## src/rtl/pe_pkg.sv

```systemverilog
// Shared widths, psum bus layout and saturation bounds for the PE grid blocks.
package pe_pkg;
  localparam int DEF_DATA_W   = 8;
  localparam int DEF_PSUM_W   = 24;
  localparam int DEF_ROW_ID_W = 4;
  localparam int DEF_ADDR_W   = 8;
  localparam int DEF_VALID_W  = 1;
  localparam int DEF_NUM_BANK = 2;
  localparam int BANK_W       = $clog2(DEF_NUM_BANK);

  localparam logic signed [DEF_PSUM_W-1:0] PSUM_MAX = {1'b0, {(DEF_PSUM_W-1){1'b1}}};
  localparam logic signed [DEF_PSUM_W-1:0] PSUM_MIN = {1'b1, {(DEF_PSUM_W-1){1'b0}}};

  typedef struct packed {
    logic signed [DEF_PSUM_W-1:0] psum;
    logic [DEF_ADDR_W-1:0]        addr;
    logic [DEF_VALID_W-1:0]       valid;
  } psum_bus_t;

  // Bank pointer width, kept at least one bit so a degenerate bank count still elaborates.
  function automatic int bank_w(input int n);
    return (n <= 1) ? 1 : $clog2(n);
  endfunction
endpackage

```

## src/rtl/pe_mac_sat.sv

```systemverilog
// Combinational signed multiply-add with optional clamp to the psum range.
// Out-of-range is detected from the extra guard bit of the PSUM_W+1 wide sum.
module pe_mac_sat #(
  parameter int DATA_W = 8,
  parameter int PSUM_W = 24,
  parameter bit SAT_EN = 1'b1
) (
  input  logic signed [DATA_W-1:0] i_a,
  input  logic signed [DATA_W-1:0] i_b,
  input  logic signed [PSUM_W-1:0] i_c,
  output logic signed [PSUM_W-1:0] o_sum,
  output logic                     o_sat_hit
);
  logic signed [2*DATA_W-1:0] w_prod;
  logic signed [PSUM_W:0]     w_wide;
  logic                       w_ovf;

  assign w_prod = i_a * i_b;
  assign w_wide = {{(PSUM_W+1-2*DATA_W){w_prod[2*DATA_W-1]}}, w_prod}
                + {i_c[PSUM_W-1], i_c};
  assign w_ovf  = w_wide[PSUM_W] ^ w_wide[PSUM_W-1];

  always_comb begin
    o_sum     = w_wide[PSUM_W-1:0];
    o_sat_hit = 1'b0;
    if (SAT_EN && w_ovf) begin
      o_sat_hit = 1'b1;
      // Guard bit carries the true sign of the unclamped sum.
      o_sum     = w_wide[PSUM_W] ? {1'b1, {(PSUM_W-1){1'b0}}} : {1'b0, {(PSUM_W-1){1'b1}}};
    end
  end
endmodule

```

## src/rtl/pe_dbuf.sv

```systemverilog
// Weight-stationary MAC PE with NUM_BANK weight banks: loads fill an idle bank while
// the active one computes; Swap advances the active bank with the data wavefront.
module pe_dbuf
  import pe_pkg::*;
#(
  parameter int DATA_W   = DEF_DATA_W,
  parameter int PSUM_W   = DEF_PSUM_W,
  parameter int ROW_ID_W = DEF_ROW_ID_W,
  parameter int ADDR_W   = DEF_ADDR_W,
  parameter int VALID_W  = DEF_VALID_W,
  parameter int NUM_BANK = DEF_NUM_BANK,
  parameter bit SAT_EN   = 1'b1,
  localparam int BW      = bank_w(NUM_BANK)
) (
  input  logic                       CLK,
  input  logic                       RST,
  input  logic [ROW_ID_W-1:0]        Row_ID,
  input  logic signed [DATA_W-1:0]   Data_I_In,
  output logic signed [DATA_W-1:0]   Data_I_Out,
  input  logic signed [DATA_W-1:0]   Data_W_In,
  output logic signed [DATA_W-1:0]   Data_W_Out,
  input  logic                       EN_W_In,
  output logic                       EN_W_Out,
  input  logic [ROW_ID_W-1:0]        EN_ID_In,
  output logic [ROW_ID_W-1:0]        EN_ID_Out,
  input  logic [BW-1:0]              Bank_W_In,
  output logic [BW-1:0]              Bank_W_Out,
  input  logic                       Swap_In,
  output logic                       Swap_Out,
  input  logic                       Byp_In,
  output logic                       Byp_Out,
  input  logic signed [PSUM_W-1:0]   Psum_In,
  output logic signed [PSUM_W-1:0]   Psum_Out,
  input  logic [ADDR_W-1:0]          Addr_P_In,
  output logic [ADDR_W-1:0]          Addr_P_Out,
  input  logic [VALID_W-1:0]         Valid_P_In,
  output logic [VALID_W-1:0]         Valid_P_Out,
  output logic [BW-1:0]              Act_Bank,
  output logic                       Sat_Flag,
  output logic                       Wr_Conflict
);
  typedef struct packed {
    logic signed [PSUM_W-1:0] psum;
    logic [ADDR_W-1:0]        addr;
    logic [VALID_W-1:0]       valid;
  } psum_stage_t;

  psum_stage_t              r_p;
  logic signed [DATA_W-1:0] r_data_i, r_data_w;
  logic                     r_en_w, r_swap, r_byp;
  logic [ROW_ID_W-1:0]      r_en_id;
  logic [BW-1:0]            r_bank_w, r_act;
  logic                     r_sat, r_conf;
  logic signed [DATA_W-1:0] r_bank [NUM_BANK];

  logic signed [PSUM_W-1:0] w_sum;
  logic                     w_sat_hit, w_mac_en, w_load;

  assign w_mac_en = !Byp_In && (|Valid_P_In);
  assign w_load   = EN_W_In && (EN_ID_In == Row_ID);

  // Reads the pre-edge active bank, so a swap only affects the following cycle.
  pe_mac_sat #(.DATA_W(DATA_W), .PSUM_W(PSUM_W), .SAT_EN(SAT_EN)) u_mac (
    .i_a       (Data_I_In),
    .i_b       (r_bank[r_act]),
    .i_c       (Psum_In),
    .o_sum     (w_sum),
    .o_sat_hit (w_sat_hit)
  );

  always_ff @(posedge CLK) begin
    if (RST) begin
      r_p      <= '0;
      r_data_i <= '0;
      r_data_w <= '0;
      r_en_w   <= 1'b0;
      r_en_id  <= '0;
      r_bank_w <= '0;
      r_swap   <= 1'b0;
      r_byp    <= 1'b0;
      r_act    <= '0;
      r_sat    <= 1'b0;
      r_conf   <= 1'b0;
      for (int i = 0; i < NUM_BANK; i++) r_bank[i] <= '0;
    end else begin
      r_data_i <= Data_I_In;
      r_data_w <= Data_W_In;
      r_en_w   <= EN_W_In;
      r_en_id  <= EN_ID_In;
      r_bank_w <= Bank_W_In;
      r_swap   <= Swap_In;
      r_byp    <= Byp_In;
      r_p.psum  <= w_mac_en ? w_sum : Psum_In;
      r_p.addr  <= Addr_P_In;
      r_p.valid <= Valid_P_In;
      if (w_mac_en && w_sat_hit) r_sat <= 1'b1;
      // The bank being read this cycle is never overwritten; the attempt is flagged instead.
      if (w_load) begin
        if (Bank_W_In == r_act) r_conf <= 1'b1;
        else                    r_bank[Bank_W_In] <= Data_W_In;
      end
      if (Swap_In) r_act <= r_act + BW'(1);
    end
  end

  assign Data_I_Out  = r_data_i;
  assign Data_W_Out  = r_data_w;
  assign EN_W_Out    = r_en_w;
  assign EN_ID_Out   = r_en_id;
  assign Bank_W_Out  = r_bank_w;
  assign Swap_Out    = r_swap;
  assign Byp_Out     = r_byp;
  assign Psum_Out    = r_p.psum;
  assign Addr_P_Out  = r_p.addr;
  assign Valid_P_Out = r_p.valid;
  assign Act_Bank    = r_act;
  assign Sat_Flag    = r_sat;
  assign Wr_Conflict = r_conf;
endmodule

```

## config.mk

```make
export PLATFORM = sky130hd
export DESIGN_NAME = pe_dbuf
export DESIGN_NICKNAME = d
export VERILOG_FILES = /design/src/rtl/pe_pkg.sv /design/src/rtl/pe_mac_sat.sv /design/src/rtl/pe_dbuf.sv
export SDC_FILE = /design/constraint.sdc
export NUM_CORES = 1
export LEC_CHECK = 0
export ABC_CLOCK_PERIOD_IN_PS = 9900
export CAP_MARGIN = 0
export CORE_ASPECT_RATIO = 1.75
export CORE_MARGIN = 3
export CORE_UTILIZATION = 55
export DETAILED_ROUTE_END_ITERATION = 10
export PLACE_DENSITY = 0.84
export SYNTH_ARGS = -nofsm -noshare
export SYNTH_HDL_FRONTEND = slang
export SYNTH_SLANG_ARGS = --single-unit
export TNS_END_PERCENT = 5
```

## constraint.sdc

```tcl
create_clock -name CLK -period 9.9 [get_ports CLK]
set_input_delay 1.98 -clock CLK [delete_from_list [all_inputs] [get_ports CLK]]
set_output_delay 1.98 -clock CLK [all_outputs]
set_load 0.01 [all_outputs]
```

* After elaboration in Yosys (flattened, before gate mapping)
Memory sizes are Yosys's and may differ from the RTL's. A register that Yosys moved wholly into a read port is not among the register bits. Cells that the tools add are included.
Storage, ports and cells: bits in writable memories 16, memories 1, input port bits 63, flip-flop bits (word level) 60, word-level logic and storage cells 41
Memories:
- r_bank | words 2, bits a word 8, read ports 1, clocked after memory_dff 1, write ports 2, RTL line pe_dbuf.sv:54 | logic signed [DATA_W-1:0] r_bank [NUM_BANK];
Operators by class: bitwise gates (word level) 1, reduce and logical (&&, ||, !) cells 6, eq/ne operators 2, add/subtract/negate cells 2, muxes and demuxes 15, multiply operators 1
Operator list (number):
- $mux 24 | 3
- $add 16x24->25 | 1
- $mul 8x8->16 | 1
- $mux 1 | 11
- $mux 8 | 1
- $reduce_or 8->1 | 1
- $eq 4x4->1 | 1
- $logic_and 1x1->1 | 3
- $reduce_and 2->1 | 1
- $add 1x1->1 const B | 1
- $eq 1x1->1 | 1
- $logic_not 1->1 | 1
- $xor 1x1->1 | 1

* Depth between registers and ports, before layout
word-level depth 7, depth in mapped cells 23

* Hierarchy
From an unflattened synthesis, not the netlist that was laid out.
Unflattened totals: cells, all modules 754, area, all modules 7502.2 µm²
By module, submodules not included:
- pe_mac_sat | cells an instance 502, times used 1, area each 4787.1 µm², sequential area each 0.0 µm²
- pe_dbuf | cells an instance 252, times used 1, area each 2715.1 µm², sequential area each 1701.6 µm²

* Worst setup path after synthesis
No wires, ideal clock.
kind input -> register, start input Data_I_In[7], end register r_p, in the netlist Psum_Out[10], buffers on the path 2, arrival 7.800 ns, required time 9.814 ns, slack 2.015 ns, cell stages on the path 19, cell sequence clkbuf_1 -> and2_1 -> inv_1 -> fa_1 -> inv_1 -> fa_1 -> fa_1 -> fa_1 -> fa_1 -> ha_1 -> o21ai_0 -> o21ai_0 -> a21oi_2 -> o21ai_1 -> a2111oi_1 -> xnor2_1 -> clkbuf_1 -> a21oi_1 -> a211oi_1
Between the ends: longest elaborated chain between the ends 5, elaborated cells on any way between the ends 6, those cells by class add/sub (1); mul (1); mux (3); bitwise (1)
Ends and longest elaborated chain:
- start, declared | RTL line pe_dbuf.sv:18 | input logic signed [DATA_W-1:0] Data_I_In,
- $mul 8x8->16 * | RTL line pe_mac_sat.sv:18 | assign w_prod = i_a * i_b;
- $add 16x24->25 * | RTL line pe_mac_sat.sv:20 | + {i_c[PSUM_W-1], i_c};
- $mux 24 or $xor 1x1->1 (tied branches) | RTL line pe_mac_sat.sv:29, pe_mac_sat.sv:21
- $mux 24 * | RTL line pe_mac_sat.sv:26 | if (SAT_EN && w_ovf) begin
- $mux 24 * | RTL line pe_dbuf.sv:93 | r_p.psum <= w_mac_en ? w_sum : Psum_In;
- end, declared | RTL line pe_dbuf.sv:48 | psum_stage_t r_p;
Mark *: on every way between the ends. The rest lies on a longest branch, timed or not. A chain may end at the register's enable or synchronous reset.

* Final worst setup path
start input Data_I_In[7], end register r_p, in the netlist Psum_Out[6]
Same word-level chain as after synthesis.

==> results.ini <==
[status]
status = complete, no violations

[route]
first_iter_violations = 181
vias = 5506
totalWireLength_um = 18800
ant_nets = 0
firstDrtPassIters = 4
drc = 0
wire_per_inst_um = 19.0
avgViaCountPerCell = 5.56

[setup_path]
critical-path-top-delay-family = adder cells
critPathSlowestCell = clkdlybuf4s50_1
path_cells = clkdlybuf4s50_1, and2_1, buf_4, fa_1, fa_1, fa_1, fa_1, ha_1, ha_1, a211oi_2, o21ai_2, a21oi_2, o21ai_1, a2111oi_1, xnor2_2, buf_4, o21ai_0, a221oi_1
crit_path_max_incr_delay_ns = 0.67
cp_max_fo = 26
end_kind = register
critical_path_class = input pin to register
worstPathRequired_ns = 10.10
worstPathArrival_ns = 8.66
path_buf_inv = 3
worstSetupStartpointType = input pin
worst_path_most_repeated_cell = fa_1
crit_start = Data_I_In[7]

[floorplanning]
rows = 54
die_y_um = 157
start_util_pct = 56.8
dieArea_sq_um = 14400
io_pins = 123
core_region_area_sq_um = 12600
die_w_um = 92.1

[synthesis]
async_reset_ff_share_pct = 0
syn-mean-instance-area_sq_um = 10.2
seq_area_frac_synth_pct = 23.8
synth_top_area_share_pct = 30.3
muxShareOfSynthArea_pct = 1.33
synthTopCellsByArea = fa_1, dfxtp_1, ha_1, edfxtp_1, inv_1
synth.distinct_cells = 48
yosysWarnings = 0
yosys-top-cells-count = fa_1, inv_1, dfxtp_1
synth-adder-area-share_pct = 40.6
synth-edff-count = 16
yosys_register_bits = 77
synth_top_family_by_area = adder cells
synth.most_common_cell = fa_1
synth_top_cell_by_area = fa_1
syn_nets = 930
synth_compound_area_share_pct = 10.2
yosys.area_share.simple_pct = 13.0
syn-instance-count = 703
netlist_area_sq_um = 7140
ys.flop_type = dfxtp_1
synth_xor_area_share_pct = 4.07

[clocking]
clock_sinks = 77
hold_buffers = 0
clkTransAtPathRegs_ns = 0.07
clockBufferDepth = 2
cts_max_level = 3
cts_tree = yes
cts_made_buffers = 9
clk_latency_ns = 0.35
cts_resized = 0
cts_root_buf = clkbuf_16
post-cts-setup-buffers = 0

[global_routing]
grt_max_degree = 65
antenna_found_initial = 0
grt_overflow = 0
grt_pass1_vias = 6328
grt_pass1_wl_um = 30700
track_usage_pct = 27.7

[finish]
drive_above_1_share_pct = 5.23
diodes = 0
final_util_pct = 70.3
area_growth_pct = 23.7
final_nets = 1044

[power]
intPower_uw = 1630
seqPwrFrac_pct = 12.0
power_per_cell_area_nw_per_um2 = 373
p_leak_uw = 0.00399
pwr-share-clk_pct = 10.4
power_uw = 3290
vdd_drop_max_mv = 0.444
switching_share_pct = 50.5
p_sw_uw = 1660
pwr-share-comb_pct = 77.6

[timing]
hold_ws_ns = 0.481
fin_crit_ns = 8.46
fmax_mhz = 118
relSlewSlack_pct = 25.1
hold_viol = 0
worst_clock_skew_ns = 0.0133
drv_slew = 0
period_share_pct = 85.4
rsz0062_at_grt = no
tightest_slew_ns = 1.12
fin_tns_setup_ns = 0
report.final.setup_viol = 0

[placement]
dp_hpwl_um = 15200
io_buffers = 122
gp_congestion = 0.945

[run]
cap_violations = 0

[worst_hold_path]
min-delay-start = Wr_Conflict$_SDFFE_PP0P_
hold_path.class = register to register

-- state kept, by name, indices dropped and copies added (netlist names), 4 cells and up, named ones only --
| name | flops |
|---|---|
| Addr_P_Out | 8 |
| Data_I_Out | 8 |
| Data_W_Out | 8 |
| EN_ID_Out | 4 |
| Psum_Out | 24 |
| r_bank | 16 |
-- cell usage in the layout, fill, tap and decap left out, types with 4 or more instances in the layout --
master,instances
a21oi_1,36
xor2_1,10
nand2b_1,6
fa_1,108
buf_4,6
a211oi_1,16
nand3_1,4
dfxtp_1,61
a221oi_1,6
clkdlybuf4s50_1,121
and2_1,28
nand2_1,29
clkbuf_16,10
inv_1,105
edfxtp_1,16
xnor2_1,19
mux2_2,4
ha_1,56
nor2b_1,56
nor2_1,38
o21ai_0,28
mux2i_1,5
a21o_1,7
-- power groups by stage --
| stage | logic (uW) | registers, uW | clock network (uW) |
|---|---|---|---|
| after floorplan | 1860 | 424 | 0 |
| after global placement | 2390 | 400 | 0 |
| after detailed placement | 2500 | 401 | 0 |
| after CTS | 2530 | 395 | 345 |
| after global routing | 2820 | 400 | 356 |
| final | 2560 | 395 | 341 |
-- routing by layer --
metal | up-vias | part of all wire [%] | wire length, um | GRT usage (%)
li1 | 2484 | - | - | -
met1 | 2720 | 31 | 5830 | 26.1
met2 | 216 | 57 | 10800 | 53.8
met3 | 86 | 4.6 | 873 | 4.28
met4 | 0 | 7.1 | 1320 | 18.8
met5 | - | 0 | 0 | 0
-- worst min-delay path, delay by kind of cell, from the launching register on --
family / cells / cell delay, ns
simple gates: 2 / 0.12
flops: 1 / 0.33
-- logic make-up (layout without fill, tap and decap cells) --
group                      after synthesis  count (layout)
DFF                                     77              77
buffers and inverters                  132             251
xor gates and xnor gates                31              31
and+or+nand+nor                        173             173
muxes                                    9               9
adders and majority gates              167             167
AOI/OAI and AO/OA                      114             114
-- stage by stage --
| stage | instance area, sq um | std cells | worst slack [ns] |
|---|---|---|---|
| detailed placement | 8520 | 974 | 1.11 |
| floorplan | 7140 | 703 | 2.01 |
| global route | 8830 | 990 | 1.15 |
| finish | 8830 | 990 | 1.44 |
| global placement | 8520 | 974 | 1.39 |
| CTS | 8830 | 990 | 1.47 |
-- path summary, 6_finish.rpt --
path	end	slack [ns]	cells past startpoint
worst min register to register	Wr_Conflict$_SDFFE_PP0P_	0.48	2
worst max register to register	Psum_Out[6]$_SDFF_PP0_	2.46	16
worst max-delay path	Psum_Out[6]$_SDFF_PP0_	1.44	18
worst min-delay path	Wr_Conflict$_SDFFE_PP0P_	0.48	2
-- cell type report --
| cell class | count | area, sq um |
|---|---|---|
| Clock buffer | 11 | 264 |
| Clock inverter | 5 | 46.3 |
| Fill cell | 950 | 3740 |
| Inverter | 107 | 402 |
| Multi-Input combinational cell | 494 | 4940 |
| Sequential cell | 77 | 1700 |
| Tap cell | 168 | 210 |
| Timing Repair Buffer | 128 | 1260 |
Note: power is estimated with default switching activity, not from simulation.
